$ cat config.mk
export PLATFORM = sky130hd
export DESIGN_NAME = dm_arbiter
export DESIGN_NICKNAME = d
export VERILOG_FILES = /design/src/rtl/dm_arbiter.sv
export SDC_FILE = /design/constraint.sdc
export NUM_CORES = 1
export LEC_CHECK = 0
export ABC_CLOCK_PERIOD_IN_PS = 4990
export BUFFER_PORTS_ARGS = -buffer_cell sky130_fd_sc_hd__clkbuf_2
export CAP_MARGIN = 5
export CORE_UTILIZATION = 47
export DETAILED_ROUTE_END_ITERATION = 8
export PLACE_DENSITY_LB_ADDON = 0.12
export SYNTH_ARGS = -nofsm -noshare
export SYNTH_HDL_FRONTEND = slang
export SYNTH_SLANG_ARGS = --single-unit
export TNS_END_PERCENT = 20
$ cat constraint.sdc
create_clock -name clk -period 4.99 [get_ports clk]
set_input_delay 0.7485 -clock clk [delete_from_list [all_inputs] [get_ports clk]]
set_output_delay 0.7485 -clock clk [all_outputs]
set_load 0.05 [all_outputs]
$ cat src/rtl/dm_arbiter.sv
// Two-port (CPU / DMA-debug) arbiter and access sequencer for the single-ported data memory.
// Latency: request sampled at edge N, memory access N..N+1, ack pulse N+1..N+2 (3 cycles per transaction).
// Backpressure: requests are held until acked; a request arriving while busy waits and is never dropped.
module dm_arbiter #(
  parameter int FIXED_PRIO = 0
) (
  input  logic        clk,
  input  logic        rst,
  input  logic        a_req,
  input  logic        a_we,
  input  logic [9:0]  a_addr,
  input  logic [31:0] a_wdata,
  input  logic        b_req,
  input  logic        b_we,
  input  logic [9:0]  b_addr,
  input  logic [31:0] b_wdata,
  output logic        a_ack,
  output logic        b_ack,
  output logic [31:0] a_rdata,
  output logic [31:0] b_rdata,
  output logic [9:0]  mem_addr,
  output logic [31:0] mem_wdata,
  output logic        mem_we,
  output logic        mem_re,
  input  logic [31:0] mem_rdata,
  output logic        busy
);

  typedef enum logic [1:0] {
    S_IDLE   = 2'd0,
    S_ACCESS = 2'd1,
    S_RESP   = 2'd2
  } state_t;

  state_t      state_q;
  logic        owner_q;       // port that owns the current transaction: 0 = A, 1 = B
  logic        last_grant_q;  // port granted most recently: 0 = A, 1 = B
  logic        we_q;
  logic [9:0]  addr_q;
  logic [31:0] wdata_q;
  logic [31:0] a_rdata_q;
  logic [31:0] b_rdata_q;
  logic        a_ack_q;
  logic        b_ack_q;
  logic        mem_we_q;
  logic        mem_re_q;
  logic        busy_q;

  logic        any_req_d;
  logic        grant_b_d;

  // Pick the winner among the live requests; only consumed in IDLE.
  always_comb begin
    any_req_d = a_req | b_req;
    grant_b_d = b_req;
    if (a_req && b_req) begin
      // On a tie B wins only under round-robin when A was served last.
      grant_b_d = (FIXED_PRIO == 0) && !last_grant_q;
    end
  end

  // Transaction sequencer with all outputs registered; reset aborts any access in flight.
  always_ff @(posedge clk or posedge rst) begin
    if (rst) begin
      state_q      <= S_IDLE;
      owner_q      <= 1'b0;
      last_grant_q <= 1'b1;
      we_q         <= 1'b0;
      addr_q       <= '0;
      wdata_q      <= '0;
      a_rdata_q    <= '0;
      b_rdata_q    <= '0;
      a_ack_q      <= 1'b0;
      b_ack_q      <= 1'b0;
      mem_we_q     <= 1'b0;
      mem_re_q     <= 1'b0;
      busy_q       <= 1'b0;
    end else begin
      case (state_q)
        S_IDLE: begin
          if (any_req_d) begin
            owner_q  <= grant_b_d;
            we_q     <= grant_b_d ? b_we    : a_we;
            addr_q   <= grant_b_d ? b_addr  : a_addr;
            wdata_q  <= grant_b_d ? b_wdata : a_wdata;
            mem_we_q <= grant_b_d ? b_we    : a_we;
            mem_re_q <= grant_b_d ? !b_we   : !a_we;
            busy_q   <= 1'b1;
            state_q  <= S_ACCESS;
          end
        end
        S_ACCESS: begin
          // Reads capture the memory output at the closing edge; writes commit in memory here.
          if (!we_q) begin
            if (owner_q) b_rdata_q <= mem_rdata;
            else         a_rdata_q <= mem_rdata;
          end
          mem_we_q <= 1'b0;
          mem_re_q <= 1'b0;
          a_ack_q  <= !owner_q;
          b_ack_q  <= owner_q;
          state_q  <= S_RESP;
        end
        S_RESP: begin
          a_ack_q      <= 1'b0;
          b_ack_q      <= 1'b0;
          busy_q       <= 1'b0;
          last_grant_q <= owner_q;
          state_q      <= S_IDLE;
        end
        default: begin
          a_ack_q  <= 1'b0;
          b_ack_q  <= 1'b0;
          mem_we_q <= 1'b0;
          mem_re_q <= 1'b0;
          busy_q   <= 1'b0;
          state_q  <= S_IDLE;
        end
      endcase
    end
  end

  assign a_ack     = a_ack_q;
  assign b_ack     = b_ack_q;
  assign a_rdata   = a_rdata_q;
  assign b_rdata   = b_rdata_q;
  assign mem_addr  = addr_q;
  assign mem_wdata = wdata_q;
  assign mem_we    = mem_we_q;
  assign mem_re    = mem_re_q;
  assign busy      = busy_q;

endmodule

-- Yosys cells after proc, flatten, opt, wreduce, memory -nomap -nowiden
Cells that the tools add are included.
Widths: inputs -> output; s select.
- reductions and logical operators: 11
- $add $sub $neg: 0
- equal/unequal tests: 3
- bitwise logic cells: 5
- div/mod/pow operators: 0
- multiply operators: 0
- shift operators: 0
- multiplexer cells: 15
- order comparisons: 0
- operators by type and width (cell ; count):
    $mux 32 ; 1
    $mux 10 ; 1
    $pmux 1 s2 ; 5
    $mux 1 ; 6
    $reduce_and 2->1 ; 3
    $reduce_and 3->1 ; 2
    $logic_not 1->1 ; 4
    $not 1->1 ; 4
    $pmux 2 s2 ; 1
    $eq 2x1->1 const B ; 1
    $eq 2x2->1 const B ; 1
    $logic_not 2->1 ; 1
    $mux 2 ; 1
    $ne 2x2->1 const B ; 1
    $logic_and 1x1->1 ; 1
    $or 1x1->1 ; 1
- bits in read-only memories: 0
- memories: 0
- register bits after elaboration: 116
- bits in latches: 0
- logic and storage cells: 47
- memory bits (writable): 0

-- Longest topological paths before layout
Gate-level depths: netlist (run 1).
- depth after elaboration: 5
- depth in mapped cells: 6

-- Worst setup path before layout (run 1)
Ideal clock, no wire load.
- path type: input-to-reg
- start point: input port b_req
- end point: register addr_q[3], in the netlist mem_addr[3]
- cell stages on the path: 5
- required time: 4.865 ns
- library setup time: 0.125 ns
- slack: 3.110 ns
- data arrival time: 1.755 ns
- cell sequence: a21bo_1 > buf_6 > buf_12 > mux2_4 > mux2_4
- word-level cells in the longest chain between the ends: 3
- elaborated cells on any way between the ends: 5
- ends and longest elaborated chain (element ; line ; text):
    start, declared ; 13 ; input logic b_req,
    $logic_and 1x1->1 ; 56 ; if (a_req && b_req) begin
    $mux 1 ; 56 ;
    $mux 10 ; 84 ; addr_q <= grant_b_d ? b_addr : a_addr;
    end signal, assigned ; 84 ;
    end, declared ; 39 ; logic [9:0] addr_q;
Several ways; a longest one is shown, not always the timed one.
A chain may end at the register's enable or synchronous reset.

-- Worst setup path in the final report (run 1)
- start point: register last_grant_q
- end point: register wdata_q[16], in the netlist mem_wdata[16]
- word-level cells in the longest chain between the ends: 3
- ends and longest elaborated chain (element ; line ; text):
    start, declared ; 37 ; logic last_grant_q;
    start signal, assigned ; 108 ; last_grant_q <= owner_q;
    $logic_not 1->1 ; 58 ; grant_b_d = (FIXED_PRIO == 0) && !last_grant_q;
    $mux 1 ; 56 ;
    $mux 32 ; 85 ; wdata_q <= grant_b_d ? b_wdata : a_wdata;
    end signal, assigned ; 85 ;
    end, declared ; 40 ; logic [31:0] wdata_q;
Every way passes these cells.

==> results of run 1 <==
-- metal layers --
| metal | vias to the layer above | share of wire | routed length, um | GRT usage |
|---|---|---|---|---|
| li1 | 1574 | - | - | - |
| met1 | 1661 | 0.41 | 4510 | 0.243 |
| met2 | 159 | 0.49 | 5280 | 0.319 |
| met3 | 17 | 0.079 | 863 | 0.0763 |
| met4 | 0 | 0.021 | 223 | 0.0832 |
| met5 | - | 0 | 0 | 0 |
-- sequential cells by signal, summed over array words and instances (netlist names) --
signal        count
a_ack             1
a_rdata          32
b_ack             1
b_rdata          32
busy              1
last_grant_q      1
mem_addr         10
mem_re            1
mem_wdata        32
mem_we            1
owner_q           1
state_q           2
we_q              1
-- worst max-delay path by stage --
stage | startpoint | end | slack, ns
floorplan | rst | a_ack | 1.17
global placement | b_req | mem_wdata[31] | 2.20
CTS | last_grant_q | mem_wdata[16] | 2.50
detailed placement | b_req | mem_wdata[24] | 2.14
global route | last_grant_q | mem_wdata[16] | 2.40
finish | last_grant_q | mem_wdata[16] | 2.52
-- stage by stage --
step	instances	hold WS [ns]	worst slack (ns)
2_1_floorplan	308	0.471	1.17
3_3_place_gp	667	0.467	2.20
3_5_place_dp	667	0.473	2.14
4_1_cts	699	0.332	2.50
5_1_grt	699	0.362	2.40
6_report	699	0.326	2.52
-- area by class of cell --
class	count	area (um^2)
tap	140	175
multi-input combinational	168	2100
clock inverter	8	170
fill	814	3790
timing repair buffer	237	1200
sequential	116	2900
inverter	6	25.0
clock buffer	24	480
-- cells by family (layout without fill, tap and decap cells) --
family          count (synthesis)  count (layout)  synth area share
flops                         116             116             0.555
buf+inv                        24             275            0.0442
compound gates                  9               9            0.0127
mux                           152             152             0.381
simple gates                    7               7           0.00717
-- placed cells by master (no fill, tap or decap), drive strengths merged --
master	Yosys	final
a21bo	1	1
o21bai	1	1
inv	6	6
clkbuf	0	256
clkinvlp	0	2
mux2	148	148
a21o	1	1
buf	18	5
bufinv	0	5
and3	2	2
mux2i	4	4
dfstp	1	1
clkinv	0	1
a32o	1	1
o31ai	1	1
o21ai	3	3
nor2	3	3
dfrtp	115	115
nor2b	1	1
nand3	1	1
o32ai	1	1
-- worst max-delay path, cell delays in order (launching register included) --
cell and delay, ns:
dfstp_2 0.54, a21bo_2 0.76, buf_4 0.43, mux2_4 0.33
mux2_4 0.26
==> results by group, run 1 <==
Timing
  – Tmin final: 2.47 ns
  – Max Clk Rate: 405 MHz
  – Hold Vio Cnt, Final: 0
  – Final Cycle Share: 0.495
  – # setup viols final: 0
  – RSZ-0062 raised after global routing: no
  – Fin Clk Skew: 0.00904 ns
  – Max-slew headroom: 0.364
  – Worst Tran Pin Value: 0.954 ns
  – TNS Setup: 0 ns
  – Max Transition Viols Final: 0

Routing
  – Post-route ant nets: 0
  – TritonRoute pass-1 iters: 4
  – Iter 0 DRT Violations: 86
  – Vias/cell: 4.88
  – DR vias: 3411
  – DRC violations left: 0
  – WL final: 10900 um
  – Wirelength per Cell: 15.6 um

Setup path
  – RR Endpoint: mem_wdata[16]
  – Worst EP required: 5.38 ns
  – CP arrival: 2.86 ns
  – Worst reg-to-reg setup slack: 2.52 ns
  – CP Class: flop to flop
  – Setup crit end kind: flop
  – Crit-path max FO: 30
  – Worst setup SP type: flop
  – Worst reg-to-reg path cell count: 4
  – Reg2reg start: last_grant_q

Clocking
  – CTS Hold Bufs: 0
  – CTS resizes: 0
  – Number of setup buffers added after CTS: 0
  – Reg clk slew, reported paths: 0.06 ns
  – Deepest clock path buffer count: 2
  – Root buf cell: clkbuf_8
  – H-tree levels: 4
  – CTS buffer count: 17
  – TritonCTS clock tree: built
  – # clock sinks: 116
  – Clock latency on the worst-skew pair: 0.51 ns

Placement
  – Gpl congestion: 0.739
  – DP Area: 6400 um^2
  – Post-DP HPWL: 7910 um
  – IO buf count: 232

Die
  – Top-level port count: 233
  – Floorplan row count: 38
  – Die area: 11600 um^2
  – Core area: 10800 um^2
  – Starting Density: 0.483
  – Horiz. Die Dim: 108 um
  – Die height: 108 um

Final layout
  – Area delta synth->final: 34.8%
  – Layout cell share with drive strength beyond 1: 0.728
  – Design Area, Final: 7050 um^2
  – Final core utilization: 0.650
  – Final #Nets: 668
  – Antenna diodes: 0

Logic synthesis
  – Syn Std Cell Area: 5230 um^2
  – Async SR Flop Fraction: 1.00
  – Post-synth top area cell: dfrtp_1
  – Syn Inst Count: 308
  – Post-synth EDFFs: 0
  – #FFs+latches synth: 116
  – Most frequent cell after synthesis: dfrtp_1
  – Synthesized area per cell: 17.0 um^2
  – Most used DFF post-synth: dfrtp_1
  – Post-Syn Nets: 430
  – Synth top area cells: dfrtp_1, mux2_4, mux2_2
  – Synth top area share: 0.550
  – Most frequent cells after synthesis: dfrtp_1, mux2_4, mux2_2, mux2_1, buf_6
  – Register area share after synthesis: 0.555
  – Netlist cell types: 22
  – Yosys Warn Count: 0

Outcome
  – Run status: completed

Global route
  – Antenna violations before repair: 0
  – Total GRT Usage: 0.200
  – First-pass GRT wire length: 17300 um
  – Vias in the first global route: 3540
  – Largest net degree at the start of global routing: 65
  – GR Overflow Total: 0

Min path
  – Min-Delay Path Class: input pin to async pin

Flow run
  – MaxCap Viol Count: 0
Power of run 1 is not shown: default switching activity piles up to over one toggle a cycle in this logic, so the estimate is an artifact.
==> inputs of run 2 (changes only) <==
--- a/config.mk
+++ b/config.mk
@@ -5,10 +5,11 @@
 export SDC_FILE = /design/constraint.sdc
 export NUM_CORES = 1
 export LEC_CHECK = 0
-export ABC_CLOCK_PERIOD_IN_PS = 4990
+export ABC_AREA = 1
+export ABC_CLOCK_PERIOD_IN_PS = 2390
 export BUFFER_PORTS_ARGS = -buffer_cell sky130_fd_sc_hd__clkbuf_2
 export CAP_MARGIN = 5
-export CORE_UTILIZATION = 47
+export CORE_UTILIZATION = 48
 export DETAILED_ROUTE_END_ITERATION = 8
 export PLACE_DENSITY_LB_ADDON = 0.12
 export SYNTH_ARGS = -nofsm -noshare
==> constraint.sdc (replaced) <==
create_clock -name clk -period 2.39 [get_ports clk]
set_input_delay 0.3585 -clock clk [delete_from_list [all_inputs] [get_ports clk]]
set_output_delay 0.3585 -clock clk [all_outputs]
set_load 0.05 [all_outputs]
==> results by group, run 2 <==
Setup path
  – Critical Path, Cell by Cell: nand2_4 -> nand2_4 -> nand2_1 -> nand3_2 -> nand2_1
  – Crit-path slowest cell: dfstp_2
  – Bufs and invs on worst path: 0 (-1)
  – Crit-path max FO: 45 (+50%)
  – CP arrival: 2.13 ns (-0.73 ns)
  – Reg2reg start: last_grant_q
  – Critical path depth: 5 (+1)
  – Worst EP required: 2.79 ns (-2.59 ns)
  – Worst setup SP type: flop
  – Family with the most delay on the worst path: simple AND/OR/NAND/NOR gates
  – Setup crit end kind: flop
  – CP Class: flop to flop
  – CP Launch Point: last_grant_q
  – CP max stage delay: 0.56 ns (-0.20 ns)
  – Worst reg-to-reg path cell count: 5 (+1)

Placement
  – Gpl congestion: 0.810 (+9.5%)
  – IO buf count: 232 (unchanged)
  – DP Area: 6490 um^2 (+1.4%)
  – Post-DP HPWL: 9000 um (+14%)

Routing
  – TritonRoute pass-1 iters: 4 (unchanged)
  – Iter 0 DRT Violations: 285 (+230%)
  – WL final: 13000 um (+19%)
  – DR vias: 4828 (+42%)
  – Wirelength per Cell: 12.7 um (-19%)
  – Vias/cell: 4.71 (-3.4%)
  – DRC violations left: 0 (unchanged)
  – Post-route ant nets: 0 (unchanged)

Outcome
  – Run status: completed

Timing
  – # setup viols final: 0 (unchanged)
  – Tmin final: 1.73 ns (-0.738 ns)
  – Hold Vio Cnt, Final: 0 (unchanged)
  – Max Clk Rate: 577 MHz (+43%)
  – Fin Clk Skew: 0.00845 ns (-0.000595 ns)
  – Final Cycle Share: 0.725 (+0.230)
  – Max-slew headroom: 0.564 (+0.200)
  – Max Transition Viols Final: 0 (unchanged)
  – Worst Tran Pin Value: 0.654 ns (-0.300 ns)
  – TNS Setup: 0 ns (unchanged)
  – RSZ-0062 raised after global routing: no

Clocking
  – CTS buffer count: 17 (unchanged)
  – Deepest clock path buffer count: 2 (unchanged)
  – Reg clk slew, reported paths: 0.06 ns (about the same)
  – CTS resizes: 0 (unchanged)
  – Number of setup buffers added after CTS: 0 (unchanged)
  – Clock latency on the worst-skew pair: 0.51 ns (about the same)
  – H-tree levels: 4 (unchanged)
  – # clock sinks: 116 (unchanged)
  – CTS Hold Bufs: 0 (unchanged)
  – TritonCTS clock tree: built
  – Root buf cell: clkbuf_8

Die
  – Top-level port count: 233 (unchanged)
  – Floorplan row count: 38 (unchanged)
  – Die height: 107 um (-0.14%)
  – Horiz. Die Dim: 107 um (-0.14%)
  – Starting Density: 0.491 (+0.00889)
  – Die area: 11500 um^2 (-0.28%)
  – Core area: 10800 um^2 (unchanged)

Logic synthesis
  – Most frequent cell after synthesis: nand2_1
  – Yosys Warn Count: 0 (unchanged)
  – Syn Std Cell Area: 5330 um^2 (+1.8%)
  – Register area share after synthesis: 0.545 (-0.0100)
  – Synth top area cells: dfrtp_1, nand2_1, inv_1
  – Synth top area share: 0.540 (-0.00995)
  – Netlist cell types: 20 (-9.1%)
  – Post-synth EDFFs: 0 (unchanged)
  – Synthesized area per cell: 8.22 um^2 (-52%)
  – Post-synth top area cell: dfrtp_1
  – Async SR Flop Fraction: 1.00 (unchanged)
  – Post-Syn Nets: 770 (+79%)
  – Most frequent cells after synthesis: nand2_1, inv_1, dfrtp_1, nand3_1, o21ai_1
  – #FFs+latches synth: 116 (unchanged)
  – Syn Inst Count: 648 (+110%)
  – Most used DFF post-synth: dfrtp_1

Final layout
  – Design Area, Final: 7070 um^2 (+0.27%)
  – Most frequent cells in the layout: clkbuf_2, nand2_1, inv_1
  – Layout cell share with drive strength beyond 1: 0.325 (-0.403)
  – Final #Nets: 993 (+49%)
  – Commonest non-fill, non-tap cell in the layout: clkbuf_2
  – Area delta synth->final: 32.7%
  – Antenna diodes: 0 (unchanged)
  – Filler cells: 956 (+17%)

Power and ir drop
  – Power Density: 1750 nW/um^2
  – Worst VDD drop: 1.02 mV
  – Static Leak: 4.27 nW

Flow run
  – MaxCap Viol Count: 0 (unchanged)

Global route
  – Largest net degree at the start of global routing: 117 (+80%)
  – Total GRT Usage: 0.234 (+0.0343)
  – Antenna violations before repair: 0 (unchanged)
  – Vias in the first global route: 4754 (+34%)
  – First-pass GRT wire length: 21100 um (+22%)
  – GR Overflow Total: 0 (unchanged)

Min path
  – Min-Delay Path Class: input pin to async pin
-- run 2: cell count changes in the layout (fill, tap and decap cells not counted), sizes merged, moves of 4 or more --
cell	change
clkbuf	-6
clkinvlp	+4
inv	+118
mux2	-148
mux2i	-4
nand2	+216
nand3	+87
o21ai	+64
-- run 2: cell families after synthesis --
group | share of synthesized area
AO/OA/AOI/OAI | 0.0651
buffers and inverters | 0.136
flip-flops | 0.545
AND/OR/NAND/NOR | 0.254
-- run 2: worst paths after layout --
check,end,slack [ns]
max in group asynchronous,b_rdata[9],1.93
max,mem_wdata[14],0.66
min in group clk,b_rdata[6],0.08
min reg2reg,mem_addr[3],0.48
min,mem_wdata[16],0.02
max reg2reg,mem_wdata[14],0.66
-- run 2: area by class of cell --
type	instances	area, um^2	share of cell area
clock buffer	18	428	0.0605
inverter	122	462	0.0653
clock inverter	14	151	0.0214
sequential	116	2900	0.411
multi-input combinational	377	1700	0.240
timing repair buffer	237	1250	0.177
tap	140	175	0.0248
-- run 2: power by group --
group | internal [W] | switching [W] | leakage (nW) | total, W
sequential | 0.00296 | 0.000559 | 1.41 | 0.00352
combinational | 0.00139 | 0.00501 | 2.59 | 0.00640
clock | 0.00152 | 0.000940 | 0.270 | 0.00246
total | 0.00587 | 0.00651 | 4.27 | 0.0124
-- run 2: through the flow --
step	hold slack (ns)	setup slack (ns)	total power, W	std cells	util
after floorplan	0.472	0.619	0.00855	648	-
after global placement	0.463	0.617	0.00986	992	0.599
after detailed placement	0.467	0.571	0.00998	992	0.599
after CTS	0.0430	0.650	0.0125	1024	0.652
after global routing	0.0734	0.498	0.0131	1024	0.652
final	0.0229	0.657	0.0124	1024	0.652
-- run 2: routing by layer --
layer	global-route usage	wire [um]
met5	0	0
met2	0.387	6210
met3	0.0599	788
met1	0.291	5710
met4	0.102	269
-- run 2: tightest hold or removal path, cell delays in order --
cell and delay (ns):
clkbuf_2 0.10, clkinvlp_4 0.07, buf_12 0.46
Power figures use the tool's default switching activity.
